**config.mk**
```make
export PLATFORM = sky130hd
export DESIGN_NAME = alu_datapath
export DESIGN_NICKNAME = d
export VERILOG_FILES = /design/src/rtl/alu_datapath.sv
export SDC_FILE = /design/constraint.sdc
export NUM_CORES = 1
export LEC_CHECK = 0
export ABC_CLOCK_PERIOD_IN_PS = 3600
export BUFFER_PORTS_ARGS = -buffer_cell sky130_fd_sc_hd__buf_4
export CORE_MARGIN = 1.5
export CORE_UTILIZATION = 30
export DETAILED_ROUTE_END_ITERATION = 16
export HOLD_SLACK_MARGIN = 0.06
export PLACE_DENSITY = 0.48
export SLEW_MARGIN = 20
export SYNTH_ARGS = -nofsm -noshare
export SYNTH_HDL_FRONTEND = slang
export SYNTH_SLANG_ARGS = --single-unit
```
**constraint.sdc**
```tcl
create_clock -name i_clk -period 3.6 [get_ports i_clk]
set_input_delay 0.36 -clock i_clk [delete_from_list [all_inputs] [get_ports i_clk]]
set_output_delay 0.36 -clock i_clk [all_outputs]
set_load 0.1 [all_outputs]
```
**src/rtl/alu_datapath.sv**
```systemverilog
// Multi-cycle ALU: single-cycle ADD/SUB, iterative shift-add MUL and optional restoring DIV.
// Define ALU_DATAPATH_DIV_EN to build the divider; otherwise opcode 3 is invalid.
module alu_datapath #(
  parameter int WIDTH = 16,
  parameter int OPW   = 8
) (
  input  logic             i_clk,
  input  logic             i_rst_n,
  input  logic             i_enable,
  input  logic [3:0]       i_opcode,
  input  logic [OPW-1:0]   i_a,
  input  logic [OPW-1:0]   i_b,
  output logic [WIDTH-1:0] o_result,
  output logic             o_done,
  output logic             o_busy,
  output logic             o_div_by_zero
);

  localparam int CW = $clog2(OPW + 1);
  localparam logic [CW-1:0] ITER = CW'(OPW);

  typedef enum logic [1:0] {IDLE, CALC, DONE, HOLD} state_t;

  state_t           r_state, w_state_next;
  logic [CW-1:0]    r_cnt;
  logic [2*OPW-1:0] r_acc;
  logic [OPW-1:0]   r_opnd;
  logic [WIDTH-1:0] r_result;
  logic [2*OPW-1:0] w_acc_step;
  logic [2*OPW-1:0] w_mul_step;
  logic [OPW:0]     w_mul_sum;
  logic [OPW:0]     w_add;
  logic [OPW:0]     w_sub;
  logic [WIDTH-1:0] w_short_result;
  logic             w_accept, w_is_mul, w_is_div, w_iter, w_last;

  assign w_accept = (r_state == IDLE) && i_enable;
  assign w_is_mul = (i_opcode == 4'd2);
  assign w_iter   = w_is_mul | w_is_div;
  assign w_last   = (r_cnt == CW'(1));

  // Product register holds {partial sum, remaining multiplier bits}; shifts right each step.
  assign w_mul_sum  = {1'b0, r_acc[2*OPW-1:OPW]} + {1'b0, (r_acc[0] ? r_opnd : {OPW{1'b0}})};
  assign w_mul_step = {w_mul_sum, r_acc[OPW-1:1]};

`ifdef ALU_DATAPATH_DIV_EN
  logic             r_div;
  logic             r_dbz;
  logic [OPW:0]     w_shift;
  logic [OPW+1:0]   w_diff;
  logic [2*OPW-1:0] w_div_step;

  assign w_is_div = (i_opcode == 4'd3);
  // Division register holds {remainder, dividend/quotient}; a zero divisor naturally yields all-ones/a.
  assign w_shift    = r_acc[2*OPW-1:OPW-1];
  assign w_diff     = {1'b0, w_shift} - {2'b00, r_opnd};
  assign w_div_step = w_diff[OPW+1] ? {w_shift[OPW-1:0], r_acc[OPW-2:0], 1'b0}
                                    : {w_diff[OPW-1:0],  r_acc[OPW-2:0], 1'b1};
  assign w_acc_step    = r_div ? w_div_step : w_mul_step;
  assign o_div_by_zero = r_dbz;

  always_ff @(posedge i_clk or negedge i_rst_n) begin
    if (!i_rst_n) begin
      r_div <= 1'b0;
      r_dbz <= 1'b0;
    end else if (w_accept) begin
      r_div <= w_is_div;
      r_dbz <= 1'b0;
    end else if (r_state == CALC && w_last) begin
      r_dbz <= r_div && (r_opnd == '0);
    end
  end
`else
  assign w_is_div      = 1'b0;
  assign w_acc_step    = w_mul_step;
  assign o_div_by_zero = 1'b0;
`endif

  assign w_add = {1'b0, i_a} + {1'b0, i_b};
  assign w_sub = {1'b0, i_a} - {1'b0, i_b};

  always_comb begin
    w_short_result = '0;
    case (i_opcode)
      4'd0:    w_short_result = WIDTH'(w_add);
      4'd1:    w_short_result = {{(WIDTH-OPW-1){w_sub[OPW]}}, w_sub};
      default: w_short_result = '0;
    endcase
  end

  always_comb begin
    w_state_next = r_state;
    case (r_state)
      IDLE:    if (i_enable) w_state_next = w_iter ? CALC : DONE;
      CALC:    if (w_last) w_state_next = DONE;
      DONE:    w_state_next = i_enable ? HOLD : IDLE;
      HOLD:    if (!i_enable) w_state_next = IDLE;
      default: w_state_next = IDLE;
    endcase
  end

  always_ff @(posedge i_clk or negedge i_rst_n) begin
    if (!i_rst_n) begin
      r_state  <= IDLE;
      r_cnt    <= '0;
      r_acc    <= '0;
      r_opnd   <= '0;
      r_result <= '0;
    end else begin
      r_state <= w_state_next;
      if (w_accept) begin
        r_cnt  <= ITER;
        r_opnd <= w_is_mul ? i_a : i_b;
        r_acc  <= {{OPW{1'b0}}, (w_is_mul ? i_b : i_a)};
        if (!w_iter) r_result <= w_short_result;
      end else if (r_state == CALC) begin
        r_cnt <= r_cnt - CW'(1);
        r_acc <= w_acc_step;
        if (w_last) r_result <= WIDTH'(w_acc_step);
      end
    end
  end

  assign o_result = r_result;
  assign o_done   = (r_state == DONE);
  assign o_busy   = (r_state == CALC) || (r_state == DONE);

endmodule

```
==> impl_metrics.py, run 1 <==
metrics = {
    "outcome": {
        "status": "finished clean",
    },
    "sta": {
        "relSlewSlack_pct": 59.1,
        "finalSetupViolCount": 0,
        "finalCritPeriodShare_pct": 66.9,
        "slew_viol_final": 0,
        "fin_skew_ns": 0.0106,
        "final.setup.tns_ns": 0,
        "finalHoldViolations": 0,
        "fin_ws_ns": 1.19,
        "rsz0062_at_grt": "false",
        "max_freq_ghz": 0.415,
        "worstMarginPinSlew_ns": 0.614,
        "fin_crit_ns": 2.41,
    },
    "logic_synthesis": {
        "synth_compound_area_share_pct": 21.2,
        "synth_seq_cells": 46,
        "synth-simple-area-share_pct": 17.9,
        "synth.area.mux_share_pct": 5.04,
        "yosys.area_share.adder_pct": 13.6,
        "synth_cell_types": 58,
        "synth-async-reset-ratio_pct": 100,
        "syn-cell-area_um2": 3370,
        "synth_top_family_by_area": "compound AO/OA/AOI/OAI gates",
        "syn_nets": 438,
        "synth_area_per_cell_um2": 8.88,
        "yosysMostFrequentCell": "dfrtp_1",
        "synth-main-ff-cell": "dfrtp_1",
        "ys_top_cells_by_area": "dfrtp_1 34%, ha_1 12%, mux2i_1 5.0%",
        "syn_inst": 380,
        "synth_edf_count": 0,
        "synth_top_area_share_pct": 34.1,
        "yosysSeqAreaShare_pct": 34.1,
        "yosysTopAreaCell": "dfrtp_1",
        "synth_warnings": 0,
        "synth_xor_area_share_pct": 3.12,
        "synth_common_cells": "46 x dfrtp_1, 45 x nor2_1, 32 x ha_1",
    },
    "clock_network": {
        "hold_buffers": 0,
        "cts_made_buffers": 5,
        "ctsResizeCount": 0,
        "postCtsSetupBuffers": 0,
        "cts_tree": "yes",
        "clock_sinks": 46,
        "htree_levels": 2,
        "worstSkewPairLatency_ns": 0.30,
        "root_buffer": "clkbuf_8",
        "clk_pin_slew_worst_paths_ns": 0.09,
        "cts.path.max_buffers": 2,
    },
    "final_layout": {
        "fillCellCount": 1105,
        "final_net_count": 472,
        "area.growth.synth_to_final_pct": 15.8,
        "drive_gt1_share_pct": 16.4,
        "fin_area_um2": 3910,
        "antenna_cells": 0,
    },
    "drt": {
        "avgViaCountPerCell": 5.01,
        "ant_nets": 0,
        "drc": 0,
        "dr.pass1.iters": 4,
        "num_vias": 2779,
        "wl_um": 8410,
        "wire_per_inst_um": 15.1,
        "first_iter_violations": 110,
    },
    "grt": {
        "antenna_found_initial": 0,
        "grt_max_degree": 47,
        "overflow": 0,
        "grt_usage_pct": 15.2,
        "grt_pass1_wl_um": 13900,
        "grt_pass1_vias": 2697,
    },
    "die": {
        "die_w_um": 109,
        "num_rows": 38,
        "initial_core_util_pct": 31.0,
        "core_area_um2": 10900,
        "die_y_um": 109,
        "die_area_um2": 11900,
        "pin_count": 42,
    },
    "min_path": {
        "hold_class": "input pin to async pin",
    },
    "critical_path": {
        "crit_arrival_ns": 2.61,
        "end_kind": "flop",
        "regToRegStartpoint": "r_acc[0]$_DFFE_PN0P_",
        "r2r_slack_ns": 1.19,
        "critPathMaxFanout": 9,
        "crit_required_ns": 3.80,
        "crit_start": "r_acc[0]$_DFFE_PN0P_",
        "worstSetupPathType": "flop to flop",
        "start_kind": "flop",
    },
    "power_and_ir_drop": {
        "power-per-cell-area_nw_per_um2": 901,
        "peakVddDrop_mv": 0.447,
        "power_leakage_nw": 1.76,
    },
    "placement": {
        "placed_area_um2": 3810,
        "place_ws_ns": 1.22,
        "place.gp.congestion": 0.847,
        "hpwl_um": 6210,
        "port_buffers": 40,
    },
    "run": {
        "cap_violations": 0,
    },
}
-- sequential cells by signal (all words and copies together), names as in the netlist --
signal,count
o_result,16
r_acc,16
r_opnd,8
r_cnt,4
r_state,2
-- worst paths after layout --
check	depth (start not counted)	end
setup / recovery	9	r_acc[15]$_DFFE_PN0P_
hold / removal	1	r_cnt[1]$_DFFE_PN0P_
setup reg to reg	9	r_acc[15]$_DFFE_PN0P_
hold reg to reg	2	r_opnd[4]$_DFFE_PN0P_
max in group asynchronous	1	r_opnd[1]$_DFFE_PN0P_
min in group i_clk	3	r_acc[0]$_DFFE_PN0P_
-- layout make-up --
class	count	area, µm²	share of cell area, %
inverter	20	75.1	1.92
timing repair buffer	46	345	8.84
tap	140	175	4.49
clock buffer	7	86.3	2.21
multi-input combinational	295	2070	52.9
clock inverter	1	5.00	0.128
sequential	46	1150	29.5
-- power breakdown --
group	total, mW	internal, mW	switching, mW
sequential	0.945	0.764	0.180
combinational	2.24	0.675	1.57
clock	0.334	0.155	0.178
-- through the flow --
stage | power, mW | util [%] | std cells | hold WS (ns)
3_5_place_dp | 3.21 | 35.0 | 547 | 0.427
6_report | 3.52 | 35.9 | 555 | 0.0602
5_1_grt | 3.78 | 35.9 | 555 | 0.127
2_1_floorplan | 2.71 | - | 380 | 0.0644
3_3_place_gp | 3.20 | 35.0 | 547 | 0.428
4_1_cts | 3.56 | 35.9 | 555 | 0.0953
-- placed cells by master (no fill, tap or decap), types with 10 or more instances in the layout --
| cell | instances |
|---|---|
| a211oi_1 | 10 |
| a21oi_1 | 28 |
| and2_1 | 11 |
| buf_4 | 46 |
| dfrtp_1 | 46 |
| ha_1 | 32 |
| inv_1 | 20 |
| mux2i_1 | 17 |
| nand2_1 | 27 |
| nor2_1 | 45 |
| nor2b_1 | 12 |
| o21ai_0 | 26 |
-- critical path, cell delays in order, from the launching register on --
cell and delay (ns):
dfrtp_1 0.47, and2_1 0.18, ha_1 0.21, fa_1 0.44
a211oi_1 0.28, o21bai_1 0.11, a21oi_1 0.23, nand2b_1 0.14
a21oi_1 0.08, a21o_1 0.18
-- logic make-up after synthesis --
| kind of cell | count (synthesis) |
|---|---|
| adder cells (fa/ha/maj) | 35 |
| flip-flops | 46 |
| multiplexers | 17 |
| AO/OA/AOI/OAI | 107 |
| other | 1 |
| AND/OR/NAND/NOR | 123 |
| XOR/XNOR | 12 |
| buffers and inverters | 39 |
-- per-layer routing --
| layer | wire (µm) | vias up | share of wire, % | track usage, % |
|---|---|---|---|---|
| met4 | 120 | 0 | 1.4 | 4.51 |
| li1 | - | 1405 | - | - |
| met3 | 302 | 8 | 3.6 | 1.67 |
| met5 | 0 | - | 0 | 0 |
| met2 | 3990 | 59 | 47 | 25.0 |
| met1 | 3990 | 1307 | 47 | 20.8 |
Note: power is estimated with default switching activity, not from simulation.
==> run 2: changes to the inputs <==
--- a/config.mk
+++ b/config.mk
@@ -5,7 +5,7 @@
 export SDC_FILE = /design/constraint.sdc
 export NUM_CORES = 1
 export LEC_CHECK = 0
-export ABC_CLOCK_PERIOD_IN_PS = 3600
+export ABC_CLOCK_PERIOD_IN_PS = 2220
 export BUFFER_PORTS_ARGS = -buffer_cell sky130_fd_sc_hd__buf_4
 export CORE_MARGIN = 1.5
 export CORE_UTILIZATION = 30
==> constraint.sdc (replaced) <==
create_clock -name i_clk -period 2.22 [get_ports i_clk]
set_input_delay 0.222 -clock i_clk [delete_from_list [all_inputs] [get_ports i_clk]]
set_output_delay 0.222 -clock i_clk [all_outputs]
set_load 0.1 [all_outputs]
==> run 2 against run 1 <==
Against the previous run: setup slack worse by 1.0 ns; combinational power increased by 68%; first-iteration DRC count is 25% higher; global-route usage decreased by 0.40 points; final area increased by 4.0%; hold slack improved by 0.18 ns; non-clock buffer count rose by 11; sequential cell count unchanged; die area unchanged; register-to-register slack worse by 1.0 ns; via count up 1.0%; critical endpoint is now o_result[14]$_DFFE_PN0P_; largest cell class unchanged.
==> impl_metrics.py, run 2 (same netlist as run 1, synthesis figures left out) <==
metrics = {
    "critical_path": {
        "path_buf_inv": 1,
        "critPathMaxFanout": 5,
        "end_kind": "flop",
        "critPathSlowestCell": "dfrtp_1",
        "worstSetupPathType": "flop to flop",
        "critPathTopFamily": "compound AO/OA/AOI/OAI gates",
        "r2r_slack_ns": 0.14,
        "path_cells": "buf_4 > and2_1 > ha_1 > o21ai_0 > o21ai_1 > a21o_1 > a21oi_2 > or4_1 > o211ai_2",
        "crit_required_ns": 2.44,
        "crit_arrival_ns": 2.30,
        "start_kind": "flop",
        "slowest_delay_ns": 0.42,
    },
    "clock_network": {
        "cts_made_buffers": 5,
        "cts_tree": "yes",
        "clk_pin_slew_worst_paths_ns": 0.10,
        "htree_levels": 2,
        "cts.path.max_buffers": 2,
        "worstSkewPairLatency_ns": 0.30,
        "clock_sinks": 46,
        "root_buffer": "clkbuf_8",
    },
    "run": {
        "cap_violations": 0,
    },
    "placement": {
        "hpwl_um": 6320,
        "placed_area_um2": 3890,
        "port_buffers": 40,
        "dp.cells": 557,
        "place.gp.congestion": 0.839,
    },
    "grt": {
        "antenna_found_initial": 0,
        "grt_pass1_wl_um": 13500,
        "overflow": 0,
        "grt_max_degree": 47,
        "grt_usage_pct": 14.8,
        "grt_pass1_vias": 2648,
    },
    "sta": {
        "worstMarginPinSlew_ns": 0.629,
        "fin_skew_ns": 0.00958,
        "finalHoldViolations": 0,
        "max_freq_ghz": 0.481,
        "finalCritPeriodShare_pct": 93.6,
        "relSlewSlack_pct": 58.1,
        "rsz0062_at_grt": "true",
        "fin_crit_ns": 2.08,
        "slew_viol_final": 0,
        "finalSetupViolCount": 0,
    },
    "power_and_ir_drop": {
        "report.power.total_mw": 6.03,
        "peakVddDrop_mv": 0.651,
        "power_leakage_nw": 1.83,
        "power-per-cell-area_nw_per_um2": 1480,
    },
    "die": {
        "die_y_um": 109,
        "initial_core_util_pct": 31.0,
        "pin_count": 42,
        "num_rows": 38,
        "die_w_um": 109,
        "core_area_um2": 10900,
        "die_area_um2": 11900,
    },
    "drt": {
        "dr.pass1.iters": 4,
        "wire_per_inst_um": 14.7,
        "num_vias": 2807,
        "drc": 0,
        "wl_um": 8330,
        "avgViaCountPerCell": 4.96,
        "ant_nets": 0,
        "first_iter_violations": 138,
    },
    "final_layout": {
        "drive_gt1_share_pct": 20.2,
        "area.growth.synth_to_final_pct": 20.4,
        "final_net_count": 483,
        "fin_area_um2": 4060,
        "final_cell_mix": "56 x buf_4, 46 x dfrtp_1, 45 x nor2_1",
        "instances_no_fill": 566,
        "antenna_cells": 0,
        "final_common_cell": "buf_4",
    },
    "outcome": {
        "status": "finished clean",
    },
    "min_path": {
        "hold_class": "input pin to flop",
    },
}
run 2: tightest hold or removal path, stage by stage:
cell and delay [ns]:
buf_4 0.11, a211oi_1 0.06, a21oi_1 0.10
run 2: timing repair:
| item | in CTS | in global routing |
|---|---|---|
| hold buffers | 1 | 0 |
| endpoints found under the setup margin | 4 | 7 |
| gates resized for setup | 2 | 6 |
| endpoints found under the hold margin | 46 | 0 |
| buffers inserted | 0 | 0 |
run 2: routing by layer:
layer	vias to the layer above	share of wire, %	track usage (%)
met5	-	0	0
met4	0	0.95	3.10
met3	6	2.7	1.85
met2	54	47	24.8
met1	1319	49	20.2
li1	1428	-	-
run 2: path summary, 6_finish.rpt:
path	end	start	cells past startpoint
max in group asynchronous	r_acc[8]$_DFFE_PN0P_	i_rst_n	2
worst min register to register	r_opnd[6]$_DFFE_PN0P_	r_opnd[6]$_DFFE_PN0P_	2
min in group asynchronous	r_cnt[0]$_DFFE_PN0P_	i_rst_n	2
worst max-delay path	o_result[14]$_DFFE_PN0P_	r_acc[0]$_DFFE_PN0P_	9
worst min-delay path	r_acc[0]$_DFFE_PN0P_	i_b[0]	3
worst max register to register	o_result[14]$_DFFE_PN0P_	r_acc[0]$_DFFE_PN0P_	9
run 2: per-stage QoR:
step / hold WS (ns) / utilization (%) / setup TNS [ns] / worst slack, ns
after floorplan: -0.0736 / - / 0 / 0.104
after global placement: 0.289 / 35.7 / 0 / 0.0356
after detailed placement: 0.288 / 35.7 / -0.0167 / -0.0102
after CTS: 0.229 / 37.2 / 0 / 0.000892
after global routing: 0.245 / 37.3 / -0.0281 / -0.0281
final: 0.238 / 37.3 / 0 / 0.142
run 2: power by group:
| group | internal, mW | total [mW] | switching (mW) | leakage (nW) |
|---|---|---|---|---|
| sequential | 1.24 | 1.51 | 0.268 | 0.560 |
| combinational | 1.18 | 3.76 | 2.58 | 1.20 |
| clock | 0.452 | 0.760 | 0.308 | 0.0683 |
run 2: cell type report:
class / instances / area, µm²
fillers: 1105 / 6830
multi-input cells: 295 / 2090
flip-flops and latches: 46 / 1150
repair buffers: 57 / 430
well taps: 140 / 175
inverters: 20 / 75.1
clock buffers: 5 / 68.8
clock inverters: 3 / 68.8
